<file path="src/rtl/l2_pkg.sv">
// l2_pkg: shared types, sizes and output saturation for the layer-2 convolution engine.
package l2_pkg;
    localparam int DW   = 18;
    localparam int TAPS = 18;
    localparam int NWIN = 121;
    localparam int FRAC = 10;
    localparam int ACCW = 44;
    localparam int TCW  = $clog2(TAPS);
    localparam int WCW  = $clog2(NWIN);

    typedef logic signed [DW-1:0]   data_t;
    typedef logic signed [ACCW-1:0] acc_t;
    typedef enum logic [2:0] {IDLE, LOAD, MAC, OUT, DONE} state_t;

    localparam acc_t SMAX = acc_t'(2**(DW-1) - 1);
    localparam acc_t SMIN = -SMAX - acc_t'(1);

    function automatic data_t sat_dw(input acc_t a);
        acc_t s;
        s = a >>> FRAC;
        return (s > SMAX) ? data_t'(SMAX) : (s < SMIN) ? data_t'(SMIN) : data_t'(s);
    endfunction
endpackage

</file>
<file path="src/rtl/l2_mac.sv">
// l2_mac: signed multiply-accumulate with bias preload; exposes the next accumulator value.
module l2_mac
    import l2_pkg::*;
(
    input  logic                   clk,
    input  logic                   rst_n,
    input  logic                   clr,
    input  logic                   acc_en,
    input  logic signed [DW-1:0]   init,
    input  logic signed [DW-1:0]   a,
    input  logic signed [DW-1:0]   b,
    output logic signed [ACCW-1:0] sum
);
    acc_t acc_q, acc_d;
    logic signed [2*DW-1:0] prod;

    always_comb begin
        prod  = a * b;
        acc_d = clr ? (ACCW'(init) <<< FRAC) : acc_en ? acc_q + ACCW'(prod) : acc_q;
    end

    assign sum = acc_d;

    always_ff @(posedge clk or negedge rst_n) begin
        if (!rst_n) acc_q <= '0;
        else        acc_q <= acc_d;
    end
endmodule

</file>
<file path="src/rtl/l2_conv_engine.sv">
// l2_conv_engine: captures 3x3x2 pooled windows, 18-tap MAC with bias, rescale and saturate.
// Optional L2_RELU_EN clamps negative results to zero.
module l2_conv_engine
    import l2_pkg::*;
(
    input  logic               clk,
    input  logic               rst_n,
    input  logic               en,
    input  logic               rd,
    input  logic [DW*TAPS-1:0] din,
    input  logic [DW*TAPS-1:0] wt,
    input  logic [DW-1:0]      bias,
    output logic               addr_rd_inc,
    output logic [DW-1:0]      res,
    output logic               res_vld,
    output logic               tx_done,
    output logic               busy
);
    state_t         state_q, state_d;
    data_t          win_q [TAPS];
    data_t          win_d [TAPS];
    data_t          wt_a  [TAPS];
    logic [TCW-1:0] tap_cnt_q, tap_cnt_d;
    logic [WCW-1:0] win_cnt_q, win_cnt_d;
    data_t          res_q, res_d, res_sat, sat_v;
    logic           addr_rd_inc_q, res_vld_q, tx_done_q, busy_q;
    logic           mac_clr, mac_en, last_tap, last_win;
    acc_t           acc_nxt;

    always_comb for (int i = 0; i < TAPS; i++) wt_a[i] = data_t'(wt[i*DW +: DW]);

    assign last_tap = tap_cnt_q == TCW'(TAPS-1);
    assign last_win = win_cnt_q == WCW'(NWIN-1);
    assign sat_v    = sat_dw(acc_nxt);
`ifdef L2_RELU_EN
    assign res_sat  = sat_v[DW-1] ? '0 : sat_v;
`else
    assign res_sat  = sat_v;
`endif

    l2_mac u_mac (
        .clk    (clk),
        .rst_n  (rst_n),
        .clr    (mac_clr),
        .acc_en (mac_en),
        .init   (data_t'(bias)),
        .a      (win_q[tap_cnt_q]),
        .b      (wt_a[tap_cnt_q]),
        .sum    (acc_nxt)
    );

    // res is captured from the final MAC sum so it is valid in the same cycle as res_vld
    always_comb begin
        state_d   = state_q;
        win_d     = win_q;
        tap_cnt_d = tap_cnt_q;
        win_cnt_d = win_cnt_q;
        res_d     = res_q;
        mac_clr   = 1'b0;
        mac_en    = 1'b0;
        case (state_q)
            IDLE: state_d = (en && rd) ? LOAD : IDLE;
            LOAD: begin
                for (int i = 0; i < TAPS; i++) win_d[i] = data_t'(din[i*DW +: DW]);
                mac_clr   = 1'b1;
                tap_cnt_d = '0;
                state_d   = MAC;
            end
            MAC: begin
                mac_en    = 1'b1;
                tap_cnt_d = last_tap ? '0 : tap_cnt_q + 1'b1;
                state_d   = last_tap ? OUT : MAC;
                res_d     = last_tap ? res_sat : res_q;
            end
            OUT: begin
                state_d   = last_win ? DONE : IDLE;
                win_cnt_d = last_win ? '0 : win_cnt_q + 1'b1;
            end
            default: state_d = IDLE;
        endcase
    end

    always_ff @(posedge clk or negedge rst_n) begin
        if (!rst_n) begin
            state_q       <= IDLE;
            win_q         <= '{default: '0};
            tap_cnt_q     <= '0;
            win_cnt_q     <= '0;
            res_q         <= '0;
            addr_rd_inc_q <= 1'b0;
            res_vld_q     <= 1'b0;
            tx_done_q     <= 1'b0;
            busy_q        <= 1'b0;
        end else begin
            state_q       <= state_d;
            win_q         <= win_d;
            tap_cnt_q     <= tap_cnt_d;
            win_cnt_q     <= win_cnt_d;
            res_q         <= res_d;
            addr_rd_inc_q <= state_d == LOAD;
            res_vld_q     <= state_d == OUT;
            tx_done_q     <= state_d == DONE;
            busy_q        <= state_d != IDLE;
        end
    end

    assign addr_rd_inc = addr_rd_inc_q;
    assign res         = res_q;
    assign res_vld     = res_vld_q;
    assign tx_done     = tx_done_q;
    assign busy        = busy_q;
endmodule

</file>
<file path="config.mk">
export PLATFORM = sky130hd
export DESIGN_NAME = l2_conv_engine
export DESIGN_NICKNAME = d
export VERILOG_FILES = /design/src/rtl/l2_pkg.sv /design/src/rtl/l2_mac.sv /design/src/rtl/l2_conv_engine.sv
export SDC_FILE = /design/constraint.sdc
export NUM_CORES = 2
export LEC_CHECK = 0
export CORE_MARGIN = 1.5
export CORE_UTILIZATION = 30
export CTS_CLUSTER_DIAMETER = 150
export CTS_CLUSTER_SIZE = 16
export DETAILED_ROUTE_END_ITERATION = 8
export SYNTH_ARGS = -nofsm -noshare
export SYNTH_HDL_FRONTEND = slang
export SYNTH_SLANG_ARGS = --single-unit
</file>
<file path="constraint.sdc">
create_clock -name clk -period 25.1 [get_ports clk]
set_clock_uncertainty 0.2 [all_clocks]
set_input_delay 5.02 -clock clk [delete_from_list [all_inputs] [get_ports clk]]
set_output_delay 5.02 -clock clk [all_outputs]
set_load 0.03 [all_outputs]
</file>
==> impl_metrics.py <==
metrics = {
    "layout": {
        "finalNetCount": 5535,
        "drive_above_1_share_pct": 7.57,
        "fill_cells": 11700,
        "syn2layout_area_growth_pct": 26.8,
    },
    "die": {
        "core_um2": 117000,
        "num_rows": 125,
        "initial_core_util_pct": 30.4,
        "die_x_um": 346,
        "io_pins": 692,
        "die_area_um2": 120000,
        "fp.dieH_um": 346,
    },
    "setup_path": {
        "r2r-start": "tap_cnt_q[0]",
        "critPathKind": "in2reg",
        "rrSetupSlack_ns": 12.87,
        "crit_required_ns": 25.36,
        "critPathArrivalTime_ns": 15.03,
        "cpPeakStageDelay_ns": 0.83,
        "slowest_stage": "a311o_1",
        "reg2reg_to": "res[0]",
        "endpoint_kind": "register",
        "worstSetupStartpointType": "input pin",
        "crit_fanout": 17,
        "reg2reg_depth": 29,
    },
    "logic_synthesis": {
        "synth-seq-cells": 405,
        "synth.distinct_cells": 78,
        "yosysTopAreaCell": "dfrtp_1",
        "async_flop_share_pct": 100,
        "netlist_top_cells_area": "dfrtp_1 (29%), fa_1 (23%), nand2_1 (13%)",
        "ys.flop_type": "dfrtp_1",
        "syn_inst": 3741,
        "synth-edff-count": 0,
        "syn_avg_cell_area_um2": 9.46,
        "syn_area_um2": 35400,
        "ys_seq_area_share_pct": 28.6,
        "synth_top_area_share_pct": 28.6,
        "yosysWarnings": 0,
        "syn_nets": 4944,
    },
    "sta": {
        "setup_viol": 0,
        "slew_headroom_pct": 26.7,
        "fin_crit_ns": 14.77,
        "slew_viol_final": 0,
        "fin_tns_setup_ns": 0,
        "max_freq_mhz": 67.7,
        "tightest_slew_ns": 1.10,
        "rsz0062_at_grt": "false",
        "min_period_over_period_pct": 58.8,
        "hold_viol": 0,
    },
    "hold_path": {
        "min_to": "win_q[211]",
        "hold_class": "reg2reg",
        "holdPathStages": 2,
        "min-delay-start": "win_q[211]",
    },
    "route": {
        "drtAntennaViolNets": 0,
        "routed_via_density": 5.06,
        "wl_per_cell_um": 26.7,
        "drc_errors": 0,
        "drt_iter0_markers": 2518,
        "drt_wl_total_mm": 157,
        "vias": 29800,
        "first_pass_iters": 5,
    },
    "clock_network": {
        "ctsHtreeMaxLevel": 1,
        "clk_pin_slew_ns": 0.07,
        "clkLatencyLatePin_ns": 0.66,
        "holdBufCountCts": 0,
        "ctsLongestPathBuffers": 3,
        "root_buffer": "clkbuf_16",
        "cts.sinks": 405,
        "post_cts_buffers": 0,
        "cts_resized": 0,
        "cts_tree": "built",
        "cts_buffers": 29,
    },
    "run_status": {
        "status": "complete, no violations",
    },
    "global_routing": {
        "grt_pass1_vias": 31700,
        "grt_max_degree": 102,
        "grt_use_total_pct": 26.2,
        "gr-total-overflow": 0,
        "grt_antenna_before_repair": 90,
        "grt_first_pass_wirelength_mm": 225,
    },
    "place": {
        "io_buffers": 691,
        "dp_hpwl_mm": 130,
        "finalWeightedCongestion": 0.963,
    },
    "flow_run": {
        "cap_viol_max_count": 0,
    },
}
==> routing by layer <==
metal	up-vias	track usage [%]	wire length (um)
met2	1214	41.7	71700
li1	13100	-	-
met4	56	8.93	5550
met1	15200	34.0	64900
met5	-	0	368
met3	246	7.77	14800
==> through the flow <==
stage	hold WS, ns	std cells	area, um2	worst slack, ns	util, %
2_1_floorplan	0.240	3741	35400	11.66	-
3_3_place_gp	0.253	5825	44000	9.97	37.8
3_5_place_dp	0.258	5825	44000	9.72	37.8
4_1_cts	0.277	5859	44800	10.40	38.4
5_1_grt	0.285	5881	44800	9.86	38.5
6_report	0.271	5902	44900	10.33	38.5
==> sequential cells by signal, summed over array words and instances, names as in the netlist <==
signal and cells:
u_mac.acc_q 44, res 18, state_q 3, busy 1
tx_done 1, win_q 324, tap_cnt_q 5, addr_rd_inc 1
win_cnt_q 7, res_vld 1
==> critical path: cells and delay by family <==
kind,cells,cell delay [ns]
simple gates,4,0.95
compound gates,8,2.62
buf+inv,8,1.77
fa+ha+maj,8,3.61
mux,2,1.01
==> cell usage after synthesis, drive strengths merged, types with 13 or more instances <==
master and n:
nand2 1244, fa 400, nand3 15, ha 133, o21ai 91, dfrtp 405, nor3 13, mux4 172
clkbuf 150, mux2i 63, nor2b 22, xnor2 27, a21oi 91, and2 32, inv 454, a21o 14
nor2 201, nand4 15, buf 46
==> cell usage in the layout (no fill, tap or decap), drive strengths merged, types with 22 or more instances in the layout <==
master / n
a21oi: 91
and2: 32
buf: 66
clkbuf: 31
clkdlybuf4s50: 690
dfrtp: 405
diode: 43
fa: 400
ha: 133
inv: 455
mux2i: 63
mux4: 172
nand2: 1244
nor2: 201
nor2b: 22
o21ai: 91
xnor2: 27
==> layout make-up <==
class / instances / area (um2) / share of cell area [%]
Antenna cell: 43 / 108 / 0.240
Timing Repair Buffer: 756 / 7420 / 16.5
Inverter: 454 / 1700 / 3.80
Clock buffer: 31 / 743 / 1.66
Tap cell: 1524 / 1910 / 4.25
Sequential cell: 405 / 10100 / 22.6
Multi-Input combinational cell: 2686 / 22800 / 50.8
Clock inverter: 3 / 33.8 / 0.0753
==> how the worst max path moves through the flow <==
stage | from | end | cells after the start
2_1_floorplan | wt[270] | res[10] | 29
3_3_place_gp | wt[133] | res[3] | 30
3_5_place_dp | wt[133] | res[0] | 30
4_1_cts | wt[133] | res[0] | 30
5_1_grt | wt[133] | res[6] | 30
6_report | wt[133] | res[0] | 30
==> cells by family after synthesis <==
group	after synthesis	share of synthesized area, %
simple gates	1577	17.7
buf+inv	650	7.02
fa+ha+maj	533	27.3
flops	405	28.6
compound gates	292	5.28
mux	245	13.0
xor+xnor	39	0.986
Power is not shown: default switching activity piles up to over one toggle a cycle in this logic, so the estimate is an artifact.
